===== src/rtl/stim_pkg.sv =====
// Shared types and word-layout helpers for the stimulus sequencer.
// Optional feature macro: STIM_HOLD_EN (per-entry hold counts).
package stim_pkg;

  typedef enum logic [1:0] {IDLE, RUN, FIN} stim_state_t;

`ifdef STIM_HOLD_EN
  localparam bit HOLD_EN = 1'b1;
`else
  localparam bit HOLD_EN = 1'b0;
`endif

  // Stored word is {hold, vec} with hold enabled, plain vec otherwise.
  function automatic int word_w(input int vec_w, input int hold_w);
    return vec_w + (HOLD_EN ? hold_w : 0);
  endfunction

  function automatic int hold_lsb(input int vec_w);
    return vec_w;
  endfunction

endpackage


===== src/rtl/stim_ram.sv =====
// Stimulus vector memory: synchronous write, asynchronous read, never reset.
module stim_ram #(
  parameter int WORD_W = 3,
  parameter int DEPTH  = 11,
  parameter int ADDR_W = $clog2(DEPTH)
) (
  input  logic              clock,
  input  logic              we,
  input  logic [ADDR_W-1:0] wr_addr,
  input  logic [WORD_W-1:0] wr_data,
  input  logic [ADDR_W-1:0] rd_addr,
  output logic [WORD_W-1:0] rd_data
);

  logic [WORD_W-1:0] mem [DEPTH];

  always_ff @(posedge clock) begin
    if (we) mem[wr_addr] <= wr_data;
  end

  assign rd_data = mem[rd_addr];

endmodule


===== src/rtl/stim_sequencer.sv =====
// Loadable stimulus playback engine with start/stop/loop control.
// Optional feature macro: STIM_HOLD_EN adds a per-entry hold count.
module stim_sequencer
  import stim_pkg::*;
#(
  parameter int VEC_W  = 3,
  parameter int DEPTH  = 11,
  parameter int HOLD_W = 4,
  parameter int ADDR_W = $clog2(DEPTH)
) (
  input  logic                                   clock,
  input  logic                                   reset_n,
  input  logic                                   wr_en,
  input  logic [ADDR_W-1:0]                      wr_addr,
  input  logic [word_w(VEC_W, HOLD_W)-1:0]       wr_data,
  input  logic                                   start,
  input  logic                                   stop,
  input  logic                                   loop,
  input  logic [ADDR_W-1:0]                      last_addr,
  output logic [VEC_W-1:0]                       vec,
  output logic                                   obs,
  output logic [ADDR_W-1:0]                      pc,
  output logic                                   step,
  output logic                                   busy,
  output logic                                   done
);

  localparam int WORD_W = word_w(VEC_W, HOLD_W);
  localparam logic [ADDR_W-1:0] MAX_ADDR = ADDR_W'(DEPTH - 1);
  localparam logic [ADDR_W:0]   DEPTH_X  = (ADDR_W + 1)'(DEPTH);

  stim_state_t       state;
  logic [ADDR_W-1:0] last_eff;
  logic [ADDR_W-1:0] rd_addr;
  logic [WORD_W-1:0] rd_data;
  logic [VEC_W-1:0]  rd_vec;
  logic              we;
  logic              at_last;
  logic              hold_zero;

  assign last_eff = ({1'b0, last_addr} >= DEPTH_X) ? MAX_ADDR : last_addr;
  assign at_last  = (pc >= last_eff);
  assign we       = wr_en && !busy && ({1'b0, wr_addr} < DEPTH_X);
  // Read address is the entry that the next advance (or start) will load.
  assign rd_addr  = (state == RUN && !at_last) ? pc + ADDR_W'(1) : '0;
  assign rd_vec   = rd_data[VEC_W-1:0];
  assign obs      = vec[VEC_W-1];

  stim_ram #(.WORD_W(WORD_W), .DEPTH(DEPTH), .ADDR_W(ADDR_W)) u_ram (
    .clock   (clock),
    .we      (we),
    .wr_addr (wr_addr),
    .wr_data (wr_data),
    .rd_addr (rd_addr),
    .rd_data (rd_data)
  );

`ifdef STIM_HOLD_EN
  logic [HOLD_W-1:0] hold_cnt;
  logic [HOLD_W-1:0] rd_hold;
  assign rd_hold   = rd_data[hold_lsb(VEC_W) +: HOLD_W];
  assign hold_zero = (hold_cnt == '0);

  // Counter reloads whenever a new entry is applied, else counts down to 0.
  always_ff @(posedge clock or negedge reset_n) begin
    if (!reset_n) begin
      hold_cnt <= '0;
    end else if (stop) begin
      hold_cnt <= '0;
    end else if (state == IDLE && start) begin
      hold_cnt <= rd_hold;
    end else if (state == RUN) begin
      if (!hold_zero)                 hold_cnt <= hold_cnt - HOLD_W'(1);
      else if (!at_last || loop)      hold_cnt <= rd_hold;
    end
  end
`else
  assign hold_zero = 1'b1;
`endif

  always_ff @(posedge clock or negedge reset_n) begin
    if (!reset_n) begin
      state <= IDLE;
      vec   <= '0;
      pc    <= '0;
      step  <= 1'b0;
      busy  <= 1'b0;
      done  <= 1'b0;
    end else if (stop) begin
      state <= IDLE;
      vec   <= '0;
      pc    <= '0;
      step  <= 1'b0;
      busy  <= 1'b0;
      done  <= 1'b0;
    end else begin
      case (state)
        IDLE: begin
          step <= 1'b0;
          done <= 1'b0;
          if (start) begin
            state <= RUN;
            vec   <= rd_vec;
            pc    <= '0;
            step  <= 1'b1;
            busy  <= 1'b1;
          end
        end
        RUN: begin
          done <= 1'b0;
          if (!hold_zero) begin
            step <= 1'b0;
          end else if (!at_last) begin
            pc   <= pc + ADDR_W'(1);
            vec  <= rd_vec;
            step <= 1'b1;
          end else if (loop) begin
            pc   <= '0;
            vec  <= rd_vec;
            step <= 1'b1;
          end else begin
            state <= FIN;
            step  <= 1'b0;
            busy  <= 1'b0;
            done  <= 1'b1;
          end
        end
        FIN: begin
          state <= IDLE;
          done  <= 1'b0;
          step  <= 1'b0;
        end
        default: begin
          state <= IDLE;
          step  <= 1'b0;
          busy  <= 1'b0;
          done  <= 1'b0;
        end
      endcase
    end
  end

endmodule


===== config.mk =====
export PLATFORM = sky130hd
export DESIGN_NAME = stim_sequencer
export DESIGN_NICKNAME = d
export VERILOG_FILES = /design/src/rtl/stim_pkg.sv /design/src/rtl/stim_ram.sv /design/src/rtl/stim_sequencer.sv
export SDC_FILE = /design/constraint.sdc
export NUM_CORES = 1
export LEC_CHECK = 0
export ABC_CLOCK_PERIOD_IN_PS = 4550
export CAP_MARGIN = 0
export CORE_ASPECT_RATIO = 0.5
export CORE_MARGIN = 3
export CORE_UTILIZATION = 35
export DETAILED_ROUTE_END_ITERATION = 8
export PLACE_DENSITY = 0.62
export SLEW_MARGIN = 5
export SYNTH_ARGS = -nofsm -noshare
export SYNTH_HDL_FRONTEND = slang
export SYNTH_SLANG_ARGS = --single-unit

===== constraint.sdc =====
create_clock -name clock -period 4.55 [get_ports clock]
set_input_delay 0.91 -clock clock [delete_from_list [all_inputs] [get_ports clock]]
set_output_delay 0.91 -clock clock [all_outputs]
set_load 0.01 [all_outputs]

Yosys cells after proc, flatten, opt, wreduce, memory -nomap -nowiden
Memories as Yosys holds them, arrays and structs flattened.
Cells that the tools add are included.

cells by class
  add/sub/neg operators = 1
  $lt $le $gt $ge = 3
  equal/unequal tests = 7
  reduce and logical (&&, ||, !) cells = 10
  mux-type cells = 33

operators with widths
  cell                                                              number
  4-bit two-way mux                                                 6
  1-bit two-way mux                                                 14
  3-bit two-way mux                                                 4
  3-bit inequality test (second input constant)                     3
  2-bit two-way mux                                                 4
  4-bit case mux with 2 select lines                                1
  3-bit case mux with 2 select lines                                1
  3-bit AND reduction                                               2
  4-bit by 1-bit adder with 4-bit output (second input constant)    1
  4-bit >= comparator                                               1
  4-bit >= comparator (second input constant)                       1
  4-bit < comparator (second input constant)                        1
  4-bit inequality test (second input constant)                     1
  2-bit case mux with 2 select lines                                1
  4-bit AND reduction                                               1
  1-bit logical AND                                                 3
  1-bit case mux with 3 select lines                                1
  3-bit nonzero test                                                1
  2-bit by 1-bit == test with 1-bit output (second input constant)  1
  2-bit == test (second input constant)                             1
  1-bit logical NOT                                                 2
  2-bit logical NOT                                                 1
  2-bit inequality test (second input constant)                     1
  1-bit case mux with 2 select lines                                1

storage, ports and cells
  bits in writable memories = 33
  register bits = 12
  memories = 1
  bits of input ports = 17

memories
  memory     depth  width  read ports  clocked after Yosys merged registers in  wr ports  RTL line        text
  u_ram.mem  11     3      1           0                                        1         stim_ram.sv:15  logic [WORD_W-1:0] mem [DEPTH];

Depth between registers and ports, before layout
Gate-level depths: netlist (run 1).
An unclocked memory read counts as a cell.

  depth in word-level cells = 11
  gate-level depth with buffers = 10
  mapped depth without buffers = 8

Cells and area by module
From an unflattened synthesis (run 1), not the netlist that was laid out.

unflattened totals
  cell total of the unflattened synthesis = 154
  area, all modules = 2,109.5 um^2

modules (own cells, without submodules)
  module          cells an instance  sequential area each (um^2)  area each (um^2)  times used
  stim_ram        80                 991.0                        1,385.1           1
  stim_sequencer  74                 300.3                        724.4             1

Worst setup path before layout (run 1)
No wires, ideal clock.

  path kind = input -> register
  start = input port last_addr[2]
  end = register pc[0]
  path slack = 2,045 ps
  path buffers = 1
  arrival time = 2,381 ps
  stages = 9
  required time = 4,425 ps
  path through = o21ai_0 -> and2_1 -> ha_1 -> nor3b_2 -> o21a_2 -> o21ai_1 -> and2_1 -> buf_2 -> mux2_2

between the ends
  cells in the longest elaborated chain, start to end = 6
  elaborated cells on any way between the ends = 8

RTL lines
  what                                RTL line               text
  start, declared                     stim_sequencer.sv:19   input logic [ADDR_W-1:0] last_addr,
  4-bit >= comparator                 stim_sequencer.sv:41   assign last_eff = ({1'b0, last_addr} >= DEPTH_X) ? MAX_ADDR : last_addr;
  4-bit two-way mux (*)               stim_sequencer.sv:41
  4-bit >= comparator (*)             stim_sequencer.sv:42   assign at_last = (pc >= last_eff);
  4-bit two-way mux                   stim_sequencer.sv:113  end else if (!at_last) begin
  4-bit case mux with 2 select lines  stim_sequencer.sv:97   case (state)
  4-bit two-way mux                   stim_sequencer.sv:89   end else if (stop) begin
  end signal, assigned                stim_sequencer.sv:114  pc <= pc + ADDR_W'(1);
  end, declared                       stim_sequencer.sv:22   output logic [ADDR_W-1:0] pc,

Mark *: on every way between the ends. The rest lies on a longest branch, timed or not.
A chain may end at the register's enable or synchronous reset.

Worst setup path in the final report (run 1)
  start = input port last_addr[2]
  end = register pc[1]

The elaborated chain is that of the path after synthesis.

==> flow_summary.toml, run 1 <==
[drt]
drc = 0
wl_um = 4111
vias = 1333
wire_per_inst_um = 15.87
drtIter0Drc = 100
drt_first_pass_iters = 4
drtAntennaViolNets = 0
vias_per_cell = 5.147

[sta]
period_minus_slack_ps = 2868
tightest_slew_ps = 742.2
clock.fmax_mhz = 348.7
hold_violations = 0
finalClockSkew_ps = 5.515
setup_viol = 0
setup-tns-final_ps = 0
rsz0062_at_grt = "false"
fin_ws_ps = 1682
post-route-period-util_pct = 63.02
max_slew_margin_pct = 50.52
final-max-slew-violation-count = 0

[logic_synthesis]
yosysSeqAreaShare_pct = 61.47
synth_area_leaders = "edfxtp_1, dfrtp_1, mux2i_1"
yosys_warnings = 0
synthFlopType = "edfxtp_1"
synth_top_area_share_pct = 47.17
ys_seq_elements = 45
async_reset_ff_share_pct = 26.67
syn_inst = 159
synth_edf_count = 33
syn_area_um2 = 2101
syn-num-nets = 181
synth_area_leader_cell = "edfxtp_1"
post_synth_num_cell_types = 38
synth_area_per_cell_um2 = 13.21

[grt]
grt_pass1_vias = 1412
grt_usage_pct = 12.84
grt_pass1_wl_um = 6886
grt-ovfl-total = 0
grt_max_degree = 18
antenna_found_initial = 0

[placement]
place_ws_ps = 1398
io_buffers = 27
gp_congestion = 0.7598
place_hpwl_um = 3039
dp.cells = 251
placed_cell_area_um2 = 2409

[clock_network]
clock_latency_ps = 290
clk_path_buf_depth = 2
htree_levels = 2
cts_resized = 0
tritoncts = "done"
cts-hold-fix-buffers = 0
post-cts-setup-buffers = 0
cts_root_buffer = "clkbuf_16"
cts_buffers = 5
cts_sinks = 45
clk_pin_slew_worst_paths_ps = 60

[pwr]
seq_power_share_pct = 46.7
p_per_area_nw_per_um2 = 382.2
pwr-share-comb_pct = 10.6
irDropWorstVdd_v = 0.0001515
netSwitchingPower_uw = 220.4
netSwitchingFraction_pct = 22.34
cellInternalPower_uw = 766.2
p_clk_share_pct = 42.7
leakagePower_uw = 0.0008914

[final_layout]
fin_util_pct = 45.81
fill_cells = 504
final_area_um2 = 2581
antenna_cells = 0
area_delta_synth_final_pct = 22.87
nNetsFinal = 207
drive_above_1_share_pct = 10.75
stdcell_count = 259

[floorplan]
die-area_um2 = 7024
num_rows = 19
io_pins = 28
die_x_um = 115.6
initial_utilization_pct = 37.29
core_area_um2 = 5634
die_h_um = 60.78

[critical_path]
cp.arrival_ps = 3090
critPathLaunchType = "input pin"
critical_path.max_stage_delay_ps = 500
path_max_fanout = 7
ff2ff_path_depth = 5
crit_required_ps = 4770
path_class = "in2reg"
cp_slowest_cell = "clkdlybuf4s50_1"
worstPathCellList = "clkdlybuf4s50_1 > o21ai_0 > and2_1 > ha_1 > nor3b_2 > o21a_2 > nor3_2 > nor4_4 > a32o_1"
end_kind = "register"

[hold_path]
worstHoldPathCells = 1
hold_path_class = "reg2reg"

[status]
status = "completed"

[flow_run]
drv_cap = 0
## registers in the layout (all words and copies together) (netlist names)
register	cells
done	1
state	2
busy	1
vec	3
step	1
pc	4
u_ram.mem	33
## power groups by stage
stage / combinational [uW] / clock, uW / sequential (uW)
2_1_floorplan: 65.6 / 0 / 466
3_3_place_gp: 104 / 0 / 469
3_5_place_dp: 105 / 0 / 469
4_1_cts: 105 / 429 / 461
5_1_grt: 116 / 450 / 462
6_report: 104 / 422 / 461
## through the flow
step	power, uW	hold WS (ps)
2_1_floorplan	532.0	532.3
3_3_place_gp	572.8	495.6
3_5_place_dp	574.3	503.7
4_1_cts	995.0	517.5
5_1_grt	1027	536.2
6_report	986.6	513.1
## synthesized netlist by cell type (all sizes together) (3+ instances only)
master,instances
nand2,8
a32o,4
nor2,15
mux2,4
o32ai,3
inv,3
nor4,3
nand2b,6
mux4,3
a21oi,11
nor3,13
mux2i,7
edfxtp,33
buf,7
dfrtp,12
o21ai,4
a211oi,3
ha,5
## cell families (layout without fill, tap and decap cells)
logic type / Yosys count / count (layout) / synth area share, %
xor+xnor: 2 / 2 / 0.8340
compound gates: 28 / 28 / 8.994
flops: 45 / 45 / 61.47
simple gates: 54 / 54 / 13.94
mux: 14 / 14 / 8.695
fa+ha+maj: 5 / 5 / 2.978
buf+inv: 11 / 38 / 3.096
## cell type report
class | count | area, um^2 | area share (%)
Sequential cell | 45 | 1291 | 50.02
Timing Repair Buffer | 27 | 270.3 | 10.47
Tap cell | 73 | 91.34 | 3.539
Clock inverter | 3 | 47.55 | 1.842
Multi-Input combinational cell | 103 | 744.5 | 28.84
Clock buffer | 5 | 125.1 | 4.847
Inverter | 3 | 11.26 | 0.4363
## layout by cell type (no fill, tap or decap), types with 2 or more instances in the layout
cell	instances
edfxtp_1	33
clkdlybuf4s50_1	27
nor2_1	15
nor3_1	12
dfrtp_1	12
a21oi_1	11
nand2_1	8
mux2i_1	7
nand2b_1	6
ha_1	5
clkbuf_16	5
a32o_1	4
mux2_2	4
inv_1	3
a211oi_1	3
mux4_2	3
o32ai_1	3
o21ai_0	2
and2_1	2
o21ai_1	2
nor4_1	2
inv_6	2
## metal layers
| metal | global-route usage [%] | part of all wire (%) |
|---|---|---|
| met5 | 0 | 0 |
| met2 | 21.55 | 48 |
| met4 | 4.348 | 1.5 |
| met3 | 3.088 | 4.0 |
| met1 | 16.71 | 47 |
## worst paths after layout
check / from / end / slack (ps)
min: vec[0]$_DFFE_PN0P_ / vec[0]$_DFFE_PN0P_ / 510
max in group asynchronous: reset_n / pc[1]$_DFFE_PN0P_ / 3180
max: last_addr[2] / pc[1]$_DFFE_PN0P_ / 1680
min reg2reg: vec[0]$_DFFE_PN0P_ / vec[0]$_DFFE_PN0P_ / 510
max reg2reg: pc[0]$_DFFE_PN0P_ / vec[2]$_DFFE_PN0P_ / 1850
min in group asynchronous: reset_n / pc[2]$_DFFE_PN0P_ / 990
## worst max-delay path, delay by kind of cell
family / cells / cell delay, ps
fa+ha+maj: 1 / 280
compound gates: 3 / 580
simple gates: 4 / 840
buf+inv: 1 / 500
Note: power is estimated with default switching activity, not from simulation.
==> run 2, diff against run 1 <==
Settings changed: ABC_CLOCK_PERIOD_IN_PS 4550 to 2400, PLACE_DENSITY 0.62 to 0.64.
Clock period 4.55 ns to 2.4 ns, I/O delays scaled along.
==> flow_summary.toml, run 2 (synthesis results as in run 1) <==
[sta]
period_minus_slack_ps = 2206
clock.fmax_mhz = 453.4
fin_ws_ps = 194.3
finalClockSkew_ps = 3.140
final-max-slew-violation-count = 0
whs_ps = 519.3
setup_viol = 0
post-route-period-util_pct = 91.90
rsz0062_at_grt = "false"
tightest_slew_ps = 554.5
max_slew_margin_pct = 62.92
hold_violations = 0

[drt]
wl_met1_um = 2050
drtIter0Drc = 51
wl_um = 4362
drt_first_pass_iters = 4
dr_wl_met3_um = 111
routed.top_layer = "met4"
drc = 0
wire_per_inst_um = 16.22
vias = 1370
met2_length_um = 2133
vias_per_cell = 5.093
drtAntennaViolNets = 0

[floorplan]
die_x_um = 115.6
initial_utilization_pct = 37.29
die-area_um2 = 7024
core_area_um2 = 5634
num_rows = 19
die_h_um = 60.78
io_pins = 28

[clock_network]
cts_buffers = 5
clk_pin_slew_worst_paths_ps = 60
cts_root_buffer = "clkbuf_16"
clk_path_buf_depth = 2
cts_sinks = 45
htree_levels = 2
clock_latency_ps = 280
tritoncts = "done"

[pwr]
total_power_uw = 1764
p_per_area_nw_per_um2 = 655.3
irDropWorstVdd_v = 0.0002847
leakagePower_uw = 0.0009724

[final_layout]
fill_cells = 492
antenna_cells = 0
drive_above_1_share_pct = 19.39
final_area_um2 = 2691
largest-register = "u_ram.mem"
area_delta_synth_final_pct = 28.11
largest_reg_flops = 33
final_common_cell = "edfxtp_1"
layout_common_cells = "edfxtp_1, clkdlybuf4s50_1, nor2_1, dfrtp_1"
nNetsFinal = 217
top_regs = "u_ram.mem (33), pc (4), vec (3)"
stdcell_count = 269

[placement]
io_buffers = 27
dp.cells = 261
place_hpwl_um = 3182
placed_cell_area_um2 = 2484
gp_congestion = 0.8833
place_ws_ps = -251.4

[grt]
grt_max_degree = 16
antenna_found_initial = 0
grt_pass1_wl_um = 6796
grt_pass1_vias = 1400
grt-ovfl-total = 0
grt_usage_pct = 12.77

[hold_path]
hold_path_class = "reg2reg"

[critical_path]
end_kind = "register"
path_class = "in2reg"
critPathLaunchType = "input pin"
cp.arrival_ps = 2430
crit_required_ps = 2620
path_max_fanout = 7

[flow_run]
drv_cap = 0

[status]
status = "completed"
## run 2: metal layers
layer  vias up  track usage, %
met5         -               0
met4         0           5.017
met3         7           2.092
met2        23           21.46
met1       664           16.96
li1        676               -
## run 2: layout make-up
type	count	area [um^2]	area share, %
flip-flops and latches	45	1291	47.98
repair buffers	37	352.8	13.11
well taps	73	91.34	3.394
clock buffers	5	125.1	4.649
multi-input cells	103	798.3	29.66
inverters	3	11.26	0.4184
clock inverters	3	21.27	0.7903
## run 2: through the flow
step | utilization, % | setup TNS (ps)
after global routing | 47.77 | 0
after floorplan | - | 0
after global placement | 44.08 | -1386
after detailed placement | 44.08 | -1786
final | 47.77 | 0
after CTS | 46.68 | 0
## run 2: repair_timing
item                                    CTS  global route
buffers inserted                          0             1
endpoints found under the setup margin    0             8
resized for setup                         0            15
hold buffers                              0             0
## run 2: worst paths after layout
check	startpoint	endpoint	slack, ps	cells past startpoint
hold / removal	vec[1]$_DFFE_PN0P_	vec[1]$_DFFE_PN0P_	520	1
setup / recovery	last_addr[0]	vec[1]$_DFFE_PN0P_	190	8
hold reg to reg	vec[1]$_DFFE_PN0P_	vec[1]$_DFFE_PN0P_	520	1
setup reg to reg	pc[0]$_DFFE_PN0P_	vec[2]$_DFFE_PN0P_	340	5
max in group asynchronous	reset_n	busy$_DFFE_PN0P_	1480	1
min in group asynchronous	reset_n	vec[0]$_DFFE_PN0P_	560	1
## run 2: worst max-delay path, cell delays in order
cell and delay, ps:
clkdlybuf4s50_1 400, and2_1 140, ha_1 300, nor3b_2 220
o21a_2 250, a21oi_1 110, o32ai_2 310, a32o_1 210
## run 2: where the power goes
group | internal (uW) | switching [uW]
registers | 855 | 10.2
logic | 116 | 118
clock network | 387 | 278
